File: src/rtl/fifo_seq_ctrl.sv
`default_nettype none
// ============================================================================
// Module   : fifo_seq_ctrl
// Purpose  : Arbitrates SCSI byte and host longword access to the 8 x 32-bit
//            DMA FIFO; owns fill count, byte pointer and FIFO load strobes.
// Revision : 1.0
// ============================================================================
module fifo_seq_ctrl #(
  parameter int DEPTH = 8,
  parameter int CNT_W = 4
) (
  input  logic             i_clk,
  input  logic             i_rst,
  input  logic             i_dmadir,
  input  logic             i_acr_wr,
  input  logic [1:0]       i_acr_a,
  input  logic             i_flush,
  output logic             o_flush_done,
  input  logic             i_scsi_req,
  output logic             o_scsi_ack,
  input  logic             i_host_req,
  output logic             o_host_ack,
  output logic             o_lbyte_n,
  output logic             o_llword,
  output logic             o_lhword,
  output logic             o_incbo,
  output logic             o_incni,
  output logic             o_incno,
  output logic [1:0]       o_bo,
  output logic [CNT_W-1:0] o_fifo_cnt,
  output logic             o_fifofull,
  output logic             o_fifoempty
);

  localparam logic [1:0] S_IDLE = 2'd0;
  localparam logic [1:0] S_BYTE = 2'd1;
  localparam logic [1:0] S_WORD = 2'd2;
  localparam logic [1:0] S_FLSH = 2'd3;

  localparam logic [CNT_W-1:0] c_full = CNT_W'(DEPTH);

  logic [1:0]       r_state;
  logic [1:0]       r_bo;
  logic [CNT_W-1:0] r_cnt;
  logic             r_last_host;
  logic             r_lbyte_n;
  logic             r_llword;
  logic             r_lhword;
  logic             r_incbo;
  logic             r_incni;
  logic             r_incno;
  logic             r_scsi_ack;
  logic             r_host_ack;
  logic             r_flush_done;

  logic w_full;
  logic w_empty;
  logic w_scsi_ok;
  logic w_host_ok;
  logic w_pick_scsi;
  logic w_pick_host;
  logic w_flush_go;

  assign w_full      = (r_cnt == c_full);
  assign w_empty     = (r_cnt == '0);
  assign w_scsi_ok   = i_scsi_req && (i_dmadir ? !w_full  : !w_empty);
  assign w_host_ok   = i_host_req && (i_dmadir ? !w_empty : !w_full);
  assign w_pick_scsi = w_scsi_ok && (!w_host_ok || r_last_host);
  assign w_pick_host = w_host_ok && !w_pick_scsi;
  // A partial longword cannot be pushed into a full FIFO; the host drains it first.
  assign w_flush_go  = i_flush && (!i_dmadir || (r_bo == 2'd3) || !w_full);

  always_ff @(posedge i_clk) begin
    if (i_rst) begin
      r_state      <= S_IDLE;
      r_bo         <= 2'd3;
      r_cnt        <= '0;
      r_last_host  <= 1'b1;
      r_lbyte_n    <= 1'b1;
      r_llword     <= 1'b0;
      r_lhword     <= 1'b0;
      r_incbo      <= 1'b0;
      r_incni      <= 1'b0;
      r_incno      <= 1'b0;
      r_scsi_ack   <= 1'b0;
      r_host_ack   <= 1'b0;
      r_flush_done <= 1'b0;
    end else begin
      r_lbyte_n    <= 1'b1;
      r_llword     <= 1'b0;
      r_lhword     <= 1'b0;
      r_incbo      <= 1'b0;
      r_incni      <= 1'b0;
      r_incno      <= 1'b0;
      r_scsi_ack   <= 1'b0;
      r_host_ack   <= 1'b0;
      r_flush_done <= 1'b0;
      case (r_state)
        S_IDLE: begin
          if (i_acr_wr) begin
            r_bo <= 2'd3 - i_acr_a;
          end else if (w_flush_go) begin
            r_state      <= S_FLSH;
            r_flush_done <= 1'b1;
            r_incni      <= i_dmadir && (r_bo != 2'd3);
          end else if (w_pick_scsi) begin
            r_state     <= S_BYTE;
            r_last_host <= 1'b0;
            r_scsi_ack  <= 1'b1;
            r_incbo     <= 1'b1;
            r_lbyte_n   <= !i_dmadir;
            r_incni     <= i_dmadir && (r_bo == 2'd0);
            r_incno     <= !i_dmadir && (r_bo == 2'd0);
          end else if (w_pick_host) begin
            r_state     <= S_WORD;
            r_last_host <= 1'b1;
            r_host_ack  <= 1'b1;
            r_incno     <= i_dmadir;
            r_incni     <= !i_dmadir;
            r_llword    <= !i_dmadir;
            r_lhword    <= !i_dmadir;
          end
        end
        default: begin
          // Counters follow the strobes at the end of the grant cycle.
          r_state <= S_IDLE;
          if (r_incni) begin
            r_cnt <= r_cnt + 1'b1;
          end else if (r_incno) begin
            r_cnt <= r_cnt - 1'b1;
          end
          if (r_incbo) begin
            r_bo <= r_bo - 2'd1;
          end else if ((r_state == S_FLSH) && r_incni) begin
            r_bo <= 2'd3;
          end
        end
      endcase
    end
  end

  always @(posedge i_clk) begin
    if (!i_rst) begin
      assert (!(r_incni && r_incno));
      assert (!(r_incni && (r_cnt == c_full)));
      assert (!(r_incno && (r_cnt == '0)));
      assert (r_cnt <= c_full);
    end
  end

  assign o_bo         = r_bo;
  assign o_fifo_cnt   = r_cnt;
  assign o_fifofull   = w_full;
  assign o_fifoempty  = w_empty;
  assign o_lbyte_n    = r_lbyte_n;
  assign o_llword     = r_llword;
  assign o_lhword     = r_lhword;
  assign o_incbo      = r_incbo;
  assign o_incni      = r_incni;
  assign o_incno      = r_incno;
  assign o_scsi_ack   = r_scsi_ack;
  assign o_host_ack   = r_host_ack;
  assign o_flush_done = r_flush_done;

endmodule
`default_nettype wire
File: config.mk
export PLATFORM = sky130hd
export DESIGN_NAME = fifo_seq_ctrl
export DESIGN_NICKNAME = d
export VERILOG_FILES = /design/src/rtl/fifo_seq_ctrl.sv
export SDC_FILE = /design/constraint.sdc
export NUM_CORES = 1
export LEC_CHECK = 0
export BUFFER_PORTS_ARGS = -buffer_cell sky130_fd_sc_hd__buf_2
export CAP_MARGIN = 25
export CORE_MARGIN = 8
export CORE_UTILIZATION = 44
export DETAILED_ROUTE_END_ITERATION = 10
export PLACE_DENSITY = 0.75
export SETUP_SLACK_MARGIN = 0.1
export SKIP_CTS_REPAIR_TIMING = 1
export SYNTH_ARGS = -nofsm -noshare
export SYNTH_HDL_FRONTEND = slang
export SYNTH_SLANG_ARGS = --single-unit
File: constraint.sdc
create_clock -name i_clk -period 1.9 [get_ports i_clk]
set_clock_uncertainty 0.2 [all_clocks]
set_input_delay 0 -clock i_clk [delete_from_list [all_inputs] [get_ports i_clk]]
set_output_delay 0 -clock i_clk [all_outputs]
set_load 0.01 [all_outputs]
==> results.md <==
* Status: finished, violations left
* Violated checks: negative hold slack, negative setup slack
* First-pass GRT wire length at 3.57 mm
* Vias in the first global route at 790
* Sw Share at 0.267
* Vias per inst at 5.21
* Mean Syn Cell Area at 8.83 um2
* Crit path required time at 1.87 ns
* Syn Nets at 113
* Most common cell after layout, fill and taps aside: buf_2
* CTS buffer count at 3
* ANT cells at 0
* Clk pwr share at 0.323
* Post-synth cell types at 35
* Peak supply drop at 386 uV
* Worst-Margin Slew at 0.475 ns
* Critical path class: reg -> reg
* Die ar. at 3670 um2
* Final WL at 2.37 mm
* Drt initial violations at 19
* Avg WL per Cell at 14.0 um
* CP Launch Type: flip-flop
* Final setup fails at 3
* Clk slew on worst S/H paths at 0.10 ns
* Cells after synthesis at 99
* Wl on met1 at 1.03 mm
* Most frequent cells in the layout: buf_2, buf_4, nor2_1, dfxtp_1
* Comb pwr share at 0.187
* Reg power frac at 0.490
* Max cap viols at 0
* Design area at 1260 um2
* Layout cells sized above 1 at 0.415
* Crit path buf inv count at 1
* Share of the yosys chip area belonging to registers at 0.366
* PwrDens at 572 nW/um2
* Layout net count at 157
* Lkg Pwr at 0.607 nW
* Area grow syn2layout at 44.3%
* RSZ-0062 raised after global routing: true
* Highest routed layer: met4
* Gp weighted congestion at 0.862
* Cell Int Power at 0.000529 W
* Clock Path Buffers at 2
* Max Slew Vio Count at 0
* First drt pass iteration count at 4
* I/O pin count at 26
* Min Tclk post-route at 1.94 ns
* Crit path largest cell delay at 0.38 ns
* Dpl cells at 156
* DP Wirelength at 1.72 mm
* Setup TNS at -0.0694 ns
* Global-route usage over all layers at 0.129
* Yosys reg bits at 16
* CTS tree: done
* Worst hold-check path type: in -> reg
* Largest net degree at the start of global routing at 10
* Port buffer count at 25
* DR WL met3 at 131 um
* Slowest CP cell: or3_4
* FMAX at 516 MHz
* Rows at 16
* Final Cycle Share at 1.02
* Max-slew headroom at 0.684
* Placed cell areas at 1090 um2
* H-Tree Depth at 1
* Hold Vio Cnt, Final at 1
* Die X at 60.6 um
* CTS Root Cell: clkbuf_4
* Starting Density at 0.455
* DRC at 0
* Post-Layout Cell Count at 169
* CTS Sinks at 16
* Critical-path cell list: or3_4 -> mux2_4 -> buf_4 -> nor3_1 -> mux2i_1
* Die Ht at 60.6 um
* Endpoint class of the critical path: flip-flop
* Grt ovf at 0
* Met2 Wirelength at 1.16 mm
* Psw at 0.000193 W
* Max FO, Critical Path at 4
* Top cell family by delay on the critical path: simple AND/OR/NAND/NOR gates
* Post-Syn Area at 875 um2
* Fin worst setup slack at -0.0369 ns
* Worst EP arrival at 1.90 ns
* Yosys warns at 0
* Core area at 1920 um2
* DP Worst Slack at -0.0459 ns
* Antenna violations before repair at 0
* Final hold slack at -0.0113 ns
* Clock latency on the worst-skew pair at 0.29 ns
* Via count at 880
* DRT antenna net count at 0
* Fillers at 180
-- worst min-delay path, delay by kind of cell --
| family | cells | cell delay (ns) |
|---|---|---|
| buf+inv | 1 | 0.07 |
| simple gates | 2 | 0.23 |
| compound gates | 2 | 0.14 |
-- per-layer routing --
layer,vias up,track usage
li1,435,-
met1,419,0.148
met2,21,0.216
met3,5,0.0339
met4,0,0.0598
met5,-,0
-- logic make-up (layout without fill, tap and decap cells) --
group,count (synthesis),after routing,synth area share
compound gates,21,21,0.170
xor+xnor,3,3,0.0300
fa+ha+maj,5,5,0.0801
buf+inv,14,57,0.0772
flops,16,16,0.366
mux,6,6,0.0772
simple gates,34,34,0.199
-- worst paths after layout --
check | start | to | slack [ns] | cells past startpoint
max | o_fifo_cnt[2] | r_last_host | -0.04 | 5
min | i_acr_a[0] | o_bo[0] | -0.01 | 5
max reg2reg | o_fifo_cnt[2] | r_last_host | -0.04 | 5
min reg2reg | o_bo[1] | o_bo[1] | 0.34 | 2
-- stage by stage --
step | total power (W) | util
finish | 0.000722 | 0.657
global route | 0.000756 | 0.657
CTS | 0.000707 | 0.587
detailed placement | 0.000473 | 0.568
global placement | 0.000470 | 0.568
floorplan | 0.000430 | -
-- sequential cells by signal, indices dropped and copies added (netlist names) --
register	cells
r_last_host	1
o_lhword	1
o_host_ack	1
o_flush_done	1
o_incni	1
r_state	2
o_fifo_cnt	4
o_bo	2
o_lbyte_n	1
o_scsi_ack	1
o_incno	1
-- power groups by stage --
| stage | clock network (W) | registers (W) | logic (W) |
|---|---|---|---|
| after floorplan | 0 | 0.000364 | 0.0000654 |
| after global routing | 0.000254 | 0.000355 | 0.000147 |
| after CTS | 0.000240 | 0.000353 | 0.000113 |
| final | 0.000233 | 0.000353 | 0.000135 |
| after global placement | 0 | 0.000361 | 0.000109 |
| after detailed placement | 0 | 0.000361 | 0.000112 |
-- final cells by class --
class	count	area, um2	area share
Multi-Input combinational cell	69	539	0.427
Clock buffer	4	36.3	0.0287
Sequential cell	16	328	0.260
Inverter	8	32.5	0.0258
Timing Repair Buffer	45	293	0.232
Tap cell	27	33.8	0.0268
-- synthesized netlist by cell type (all sizes together) --
master | count | area, um2
dfxtp | 16 | 320
nor2 | 12 | 45.0
inv | 8 | 30.0
a21oi | 5 | 25.0
ha | 4 | 50.1
nand2 | 4 | 15.0
buf | 3 | 26.3
clkbuf | 3 | 11.3
mux2 | 3 | 37.5
mux2i | 3 | 30.0
nand3 | 3 | 15.0
nor3 | 3 | 15.0
o211ai | 3 | 22.5
a31oi | 2 | 12.5
nand2b | 2 | 12.5
nor2b | 2 | 12.5
nor3b | 2 | 15.0
o211a | 2 | 20.0
o21ai | 2 | 10.0
o22ai | 2 | 12.5
or3 | 2 | 12.5
xnor2 | 2 | 17.5
a21o | 1 | 7.51
and2 | 1 | 6.26
fa | 1 | 20.0
o221ai | 1 | 8.76
o22a | 1 | 8.76
o311ai | 1 | 8.76
o31ai | 1 | 12.5
or2 | 1 | 6.26
or3b | 1 | 8.76
or4b | 1 | 10.0
xor2 | 1 | 8.76
No activity file was read; power rests on OpenSTA's default activity.
